`config.mk`:
```
export PLATFORM = sky130hd
export DESIGN_NAME = tcdm_converter_32_to_cfi
export DESIGN_NICKNAME = d
export VERILOG_FILES = /design/src/rtl/tcdm_converter_32_to_cfi.sv
export SDC_FILE = /design/constraint.sdc
export NUM_CORES = 1
export LEC_CHECK = 0
export CAP_MARGIN = 25
export CORE_AREA = 5 5 155 157
export DETAILED_ROUTE_END_ITERATION = 16
export DIE_AREA = 0 0 160 162
export HOLD_SLACK_MARGIN = 0.03
export PLACE_DENSITY = 0.79
export RECOVER_POWER = 50
export SETUP_SLACK_MARGIN = 0.15
export SLEW_MARGIN = 40
export SYNTH_ARGS = -nofsm -noshare
export SYNTH_HDL_FRONTEND = slang
export SYNTH_SLANG_ARGS = --single-unit
```
`constraint.sdc`:
```
create_clock -name clk_i -period 3.3 [get_ports clk_i]
set_input_delay 0.66 -clock clk_i [delete_from_list [all_inputs] [get_ports clk_i]]
set_output_delay 0.66 -clock clk_i [all_outputs]
set_load 0.05 [all_outputs]
```
`src/rtl/tcdm_converter_32_to_cfi.sv`:
```
// Bridge from a 32-bit TCDM initiator to a CFI-tagged TCDM target.
// Requests pass through a one-entry register that inserts the CFI tag above
// the write data. Issued transactions are remembered in an in-order FIFO so
// that each read response can have its tag stripped and checked against the
// tag the initiator supplied.
module tcdm_converter_32_to_cfi #(
    parameter int unsigned ADDR_W    = 32,
    parameter int unsigned TAG_W     = 32,
    parameter int unsigned MAX_OUTST = 4,
    parameter bit          CHECK_TAG = 1'b1
) (
    input  logic                clk_i,
    input  logic                rst_i,
    input  logic                s_req_i,
    input  logic [ADDR_W-1:0]   s_add_i,
    input  logic                s_wen_i,
    input  logic [31:0]         s_wdata_i,
    input  logic [3:0]          s_be_i,
    input  logic [TAG_W-1:0]    s_tag_i,
    output logic                s_gnt_o,
    output logic                s_r_valid_o,
    output logic [31:0]         s_r_rdata_o,
    output logic                s_r_opc_o,
    output logic                m_req_o,
    output logic [ADDR_W-1:0]   m_add_o,
    output logic                m_wen_o,
    output logic [32+TAG_W-1:0] m_wdata_o,
    output logic [3:0]          m_be_o,
    input  logic                m_gnt_i,
    input  logic                m_r_valid_i,
    input  logic [32+TAG_W-1:0] m_r_rdata_i,
    input  logic                m_r_opc_i,
    output logic [7:0]          tag_err_cnt_o,
    output logic                proto_err_o
);
    localparam int unsigned DATA_W = 32 + TAG_W;
    localparam int unsigned PTR_W  = $clog2(MAX_OUTST);
    localparam int unsigned CNT_W  = PTR_W + 1;

    // What the response path needs to know about each issued transaction.
    typedef struct packed {
        logic             wen;
        logic [TAG_W-1:0] tag;
    } outst_t;

    logic              buf_valid_q, buf_valid_d;
    logic [ADDR_W-1:0] buf_add_q, buf_add_d;
    logic              buf_wen_q, buf_wen_d;
    logic [31:0]       buf_wdata_q, buf_wdata_d;
    logic [3:0]        buf_be_q, buf_be_d;
    logic [TAG_W-1:0]  buf_tag_q, buf_tag_d;

    outst_t            fifo_q [MAX_OUTST];
    outst_t            fifo_d [MAX_OUTST];
    logic [PTR_W-1:0]  wr_ptr_q, wr_ptr_d;
    logic [PTR_W-1:0]  rd_ptr_q, rd_ptr_d;
    logic [CNT_W-1:0]  count_q, count_d;

    logic [7:0]        tag_err_cnt_q, tag_err_cnt_d;
    logic              proto_err_q, proto_err_d;

    logic [CNT_W:0]    occupancy;
    logic              space_ok;
    logic              grant;
    logic              push;
    logic              pop;
    logic              fifo_empty;
    logic              mismatch;
    outst_t            head;

    // Handshake decode: admission control counts the buffered request as
    // already outstanding so the FIFO can never be pushed while full.
    always_comb begin
        occupancy  = {1'b0, count_q} + (CNT_W+1)'(buf_valid_q);
        space_ok   = occupancy < (CNT_W+1)'(MAX_OUTST);
        grant      = !rst_i && s_req_i && (!buf_valid_q || m_gnt_i) && space_ok;
        push       = buf_valid_q && m_gnt_i;
        fifo_empty = (count_q == '0);
        pop        = m_r_valid_i && !fifo_empty;
        head       = fifo_q[rd_ptr_q];
        mismatch   = CHECK_TAG && m_r_valid_i && !fifo_empty && head.wen &&
                     (m_r_rdata_i[DATA_W-1:32] != head.tag);
    end

    // Next state for the request register, FIFO bookkeeping and error state.
    always_comb begin
        buf_valid_d   = buf_valid_q;
        buf_add_d     = buf_add_q;
        buf_wen_d     = buf_wen_q;
        buf_wdata_d   = buf_wdata_q;
        buf_be_d      = buf_be_q;
        buf_tag_d     = buf_tag_q;
        wr_ptr_d      = wr_ptr_q;
        rd_ptr_d      = rd_ptr_q;
        count_d       = count_q;
        tag_err_cnt_d = tag_err_cnt_q;
        proto_err_d   = proto_err_q;
        for (int i = 0; i < int'(MAX_OUTST); i++) begin
            fifo_d[i] = fifo_q[i];
        end

        // A refill in the same cycle as a drain wins, giving back-to-back transfers.
        if (grant) begin
            buf_valid_d = 1'b1;
            buf_add_d   = s_add_i;
            buf_wen_d   = s_wen_i;
            buf_wdata_d = s_wdata_i;
            buf_be_d    = s_be_i;
            buf_tag_d   = s_tag_i;
        end else if (push) begin
            buf_valid_d = 1'b0;
        end

        if (push) begin
            fifo_d[wr_ptr_q] = '{wen: buf_wen_q, tag: buf_tag_q};
            wr_ptr_d         = wr_ptr_q + PTR_W'(1);
        end
        if (pop) begin
            rd_ptr_d = rd_ptr_q + PTR_W'(1);
        end
        count_d = count_q + CNT_W'(push) - CNT_W'(pop);

        if (mismatch && tag_err_cnt_q != 8'hFF) begin
            tag_err_cnt_d = tag_err_cnt_q + 8'd1;
        end
        if (m_r_valid_i && fifo_empty) begin
            proto_err_d = 1'b1;
        end
    end

    // State registers with synchronous reset.
    always_ff @(posedge clk_i) begin
        if (rst_i) begin
            buf_valid_q   <= 1'b0;
            buf_add_q     <= '0;
            buf_wen_q     <= 1'b0;
            buf_wdata_q   <= '0;
            buf_be_q      <= '0;
            buf_tag_q     <= '0;
            wr_ptr_q      <= '0;
            rd_ptr_q      <= '0;
            count_q       <= '0;
            tag_err_cnt_q <= '0;
            proto_err_q   <= 1'b0;
            for (int i = 0; i < int'(MAX_OUTST); i++) begin
                fifo_q[i] <= '0;
            end
        end else begin
            buf_valid_q   <= buf_valid_d;
            buf_add_q     <= buf_add_d;
            buf_wen_q     <= buf_wen_d;
            buf_wdata_q   <= buf_wdata_d;
            buf_be_q      <= buf_be_d;
            buf_tag_q     <= buf_tag_d;
            wr_ptr_q      <= wr_ptr_d;
            rd_ptr_q      <= rd_ptr_d;
            count_q       <= count_d;
            tag_err_cnt_q <= tag_err_cnt_d;
            proto_err_q   <= proto_err_d;
            for (int i = 0; i < int'(MAX_OUTST); i++) begin
                fifo_q[i] <= fifo_d[i];
            end
        end
    end

    // Output drive; the response path is gated during reset so every output reads 0.
    always_comb begin
        s_gnt_o       = grant;
        s_r_valid_o   = !rst_i && m_r_valid_i;
        s_r_rdata_o   = rst_i ? 32'd0 : m_r_rdata_i[31:0];
        s_r_opc_o     = !rst_i && m_r_valid_i && (m_r_opc_i || mismatch || fifo_empty);
        m_req_o       = buf_valid_q;
        m_add_o       = buf_add_q;
        m_wen_o       = buf_wen_q;
        m_wdata_o     = {buf_tag_q, buf_wdata_q};
        m_be_o        = buf_be_q;
        tag_err_cnt_o = tag_err_cnt_q;
        proto_err_o   = proto_err_q;
    end

endmodule

```
== Word-level counts from Yosys, hierarchy flattened ==
Memories as Yosys holds them, arrays and structs flattened. A register that Yosys moved wholly into a read port is not among the register bits.
Index checks and enable logic that the tools add are counted.

* Flip-flop bits (word level): 118
* Bits in writable memories: 132
* Bits of input ports: 171
* Output and inout port bits: 146
* Logic and storage cells: 64
* Memories: 1

* Add/subtract/negate cells: 6
* Magnitude comparators: 3
* Equal/unequal tests: 2
* Multiplexer cells: 16
* Bitwise operators: 5
* Reduce and logical (&&, ||, !) cells: 20

{| class="wikitable"
|+ Memories
! name !! depth !! width !! rd ports !! clocked after Yosys merged registers in !! write ports !! line !! text
|-
| fifo_q || 4 || 33 || 5 || 1 || 4 || 53 || <nowiki>outst_t fifo_q [MAX_OUTST];</nowiki>
|}

{| class="wikitable"
|+ Operators by type and width
! kind !! number
|-
| $mux 33 || 5
|-
| $bwmux 132 || 1
|-
| $mux 132 || 1
|-
| $demux 33 s2 || 1
|-
| $mux 32 || 1
|-
| $ne 32x32->1 || 1
|-
| $logic_and 1x1->1 || 12
|-
| $add 8x1->8 const B || 1
|-
| $ne 8x8->1 const B || 1
|-
| $mux 1 || 5
|-
| $add 2x1->2 const B || 2
|-
| $add 3x1->4 || 1
|-
| $lt 4x3->1 const B || 1
|-
| $mux 2 || 2
|-
| $or 1x1->1 || 4
|-
| $add 3x1->3 || 1
|-
| $ge 3x3->1 const B || 1
|-
| $logic_not 1->1 || 3
|-
| $logic_not 3->1 || 1
|-
| $logic_or 1x1->1 || 3
|-
| $lt 3x1->1 const B || 1
|-
| $not 2->3 || 1
|-
| $sub 3x1->3 || 1
|-
| $reduce_bool 2->1 || 1
|}

== Longest topological paths before layout ==
* Depth after elaboration: 8
* Depth in mapped cells: 10
* Gate-level depth less buffers: 8

== Worst setup path before layout ==
OpenSTA, ideal clock, no wires.

* Path kind: flip-flop to output port
* Start: reg with a tool-made name
* End: out s_r_opc_o
* Arrival time: 2.428 ns
* Data required time: 2.640 ns
* Slack: 0.212 ns
* Stages on the path, launching flop included: 10
* Buffers on the path: 2
* Path through: dfxtp_1 buf_6 buf_2 mux4_2 xnor2_1 nand4_1 nor4_2 nand2_2 a211oi_1 nor2b_1

{| class="wikitable"
|+ RTL lines
! element !! line !! text
|-
| end: declaration || 23 || <nowiki>output logic s_r_opc_o,</nowiki>
|}

==> metrics.md <==
| Metric | Value |
|---|---|
| Design area | `14730 um2` |
| # diodes | `0` |
| GR Util met1 | `28.53%` |
| Via density | `5.237` |
| Gr usage total | `23.46%` |
| IO Port Bufs | `316` |
| Starting density of the core | `46.05%` |
| Starting DRT DRC Count | `468` |
| CP endpoint kind | `primary output` |
| RSZ-0062 raised after global routing | `true` |
| CP max FO | `6` |
| Final worst slack | `-0.3935 ns` |
| Dominant cell by count in the synthesized netlist | `nand2_1` |
| Reg2Reg Setup Slack | `0.39 ns` |
| Flops & latches, synth | `252` |
| Hold Path Class | `flop to flop` |
| Cells after Synth | `1246` |
| CTS tree | `yes` |
| Mapped Area | `10300 um2` |
| Status | `finished with violations` |
| Worst Setup Start Kind | `flop` |
| Die Wd | `160 um` |
| CP Data Arrival Time | `3.03 ns` |
| Total CTS buffers | `27` |
| Tot Pwr | `8.206 mW` |
| CTS max path bufs | `3` |
| Final Hold Viols | `0` |
| Count of pins over their slew limit | `269` |
| Die footprint | `25920 um2` |
| First-pass DRT Iterations | `5` |
| Clock sinks | `252` |
| Post-synth cell types | `35` |
| H-tree levels | `1` |
| Global Route met2 Usage | `40.89%` |
| Largest net degree at the start of global routing | `106` |
| Crit path largest cell delay | `0.54 ns` |
| Relative slew slack | `-38.28%` |
| Vias in the first global route | `9562` |
| Fraction of layout cells with a size suffix above 1 | `7.494%` |
| GRT Residual Overflow | `0` |
| Total Routed Length | `31.48 mm` |
| Leakage power total | `5.066 nW` |
| Post-DP Area | `13680 um2` |
| Global-route wire length before repair | `50.43 mm` |
| CTS Root Buffer Type | `clkbuf_16` |
| Post-synthesis async set-or-reset flop share | `0%` |
| Commonest cells post-synth | `nand2_1 (479), dfxtp_1 (252), a21oi_1 (237)` |
| Fill cells | `1778` |
| PwrDens | `557.2 nW/um2` |
| Number of antenna violations at the first check in global routing | `0` |
| GR peak layer | `met2` |
| Dominant cells by area after synthesis | `dfxtp_1 (49%), nand2_1 (17%), a21oi_1 (12%)` |
| EDFF count, synth | `0` |
| Core footprint | `22370 um2` |
| Remaining antenna violation count | `0` |
| Post-route DRC | `0` |
| Fmax | `0.2707 GHz` |
| Yosys top cell by area | `dfxtp_1` |
| Worst-Skew Late Latency | `0.54 ns` |
| Final min period | `3.693 ns` |
| Area grow syn2layout | `42.98%` |
| I/O pin total | `317` |
| Slowest CP cell | `mux4_2` |
| Dominant synthesized flop cell | `dfxtp_1` |
| Routed wire length per instance | `17.17 um` |
| Met3 usage | `6.648%` |
| Pre-CTS setup slack | `-0.03060 ns` |
| CP required | `2.64 ns` |
| Die height | `162 um` |
| Nets | `1707` |
| Yosys warnings | `0` |
| Critical path type | `flop to primary output` |
| Row count | `55` |
| Worst-margin pin slew | `2.074 ns` |
| Gpl congestion | `0.8031` |
| Max-Cap Viols | `3` |
| Post-synthesis sequential area ratio | `48.98%` |
| Syn avg cell area | `8.266 um2` |
| Number of setup violations in the final report | `1` |
| Crit-path cells | `buf_12 -> buf_16 -> mux4_2 -> xnor2_2 -> nand4_1 -> nor4_4 -> nand2_4 -> a211oi_2 -> nor2b_1 -> buf_6` |
| Final HPWL DP | `20.77 mm` |
| Reg clk slew, reported paths | `0.06 ns` |
| Top cell type's share of synthesized area | `48.98%` |
| Clock skew | `0.02147 ns` |
| Layout Utilization | `65.85%` |
| Final Cycle Share | `111.9%` |
| DR vias | `9600` |
| Failing checks | `max-capacitance violations, max-slew violations, negative setup slack` |
| Syn_nets | `1426` |
| # hold bufs at CTS | `0` |
| Peak supply drop | `0.5638 mV` |
==> through the flow <==
stage               hold WS [ns]  std cells  setup TNS (ns)
floorplan                 0.4315       1246               0
global placement          0.4383       1776               0
detailed placement        0.4446       1776        -0.03060
CTS                       0.4528       1833         -0.3661
global route              0.4677       1833          -2.762
finish                    0.4524       1833         -0.3935
==> repair_timing <==
item	4_1_cts	5_1_grt
setup buffers	4	0
cloned	3	0
pin swaps	10	2
resized for setup	16	0
setup endpoints to repair	1	1
==> final cells by class <==
class,count,area [um2],share of cell area (%)
clock buffer,38,757.0,5.140
clock inverter,12,126.4,0.8581
inverter,8,30.03,0.2039
multi-input combinational,894,4903,33.30
sequential,252,5049,34.28
tap,285,356.6,2.421
timing repair buffer,344,3505,23.80
==> cell usage in the layout, fill, tap and decap left out, types with 9 or more instances in the layout <==
master,instances
buf_4,17
nor2b_1,41
xnor2_1,29
nand2_1,479
nor2_1,15
a21oi_1,237
clkdlybuf4s50_1,312
mux4_2,25
nand4_1,9
dfxtp_1,251
clkbuf_16,27
==> worst paths after layout <==
kind	from	endpoint	cells after the start
worst min register to register	fifo_q[0][17]	fifo_q[0][17]	2
worst min-delay path	fifo_q[0][17]	fifo_q[0][17]	2
worst max register to register	m_req_o	m_add_o[11]	7
worst max-delay path	flop	s_r_opc_o	10
==> flip-flops by register name (all words and copies together), names as in the netlist, named ones only <==
signal / count
m_be_o: 4
buf_wdata_q: 32
count_q: 3
rd_ptr_q: 2
wr_ptr_q: 2
proto_err_o: 1
m_wen_o: 1
m_add_o: 32
fifo_q: 132
m_req_o: 1
tag_err_cnt_o: 8
buf_tag_q: 32
==> cell families after synthesis <==
kind of cell,after synthesis,synth area share [%]
simple gates,568,22.64
flops,252,48.98
compound gates,240,11.76
buf+inv,100,3.960
mux,39,8.260
xor+xnor,38,3.231
fa+ha+maj,9,1.166
==> critical path: cells and delay by family, from the launching register on <==
kind | cells | cell delay [ns]
AND/OR/NAND/NOR | 4 | 0.74
multiplexers | 1 | 0.54
flip-flops | 1 | 0.41
buffers and inverters | 3 | 0.39
AO/OA/AOI/OAI | 1 | 0.20
XOR/XNOR | 1 | 0.18
==> power breakdown <==
group          internal, mW  switching, mW
logic                 0.843           1.05
registers              3.19          0.139
clock network          1.76           1.22
total                  5.79           2.42
==> layer usage <==
metal	vias to the layer above	wire length (um)
li1	4657	-
met3	59	2925
met4	0	833
met1	4496	12100
met2	388	15620
met5	-	0
Note: power is estimated with default switching activity, not from simulation.
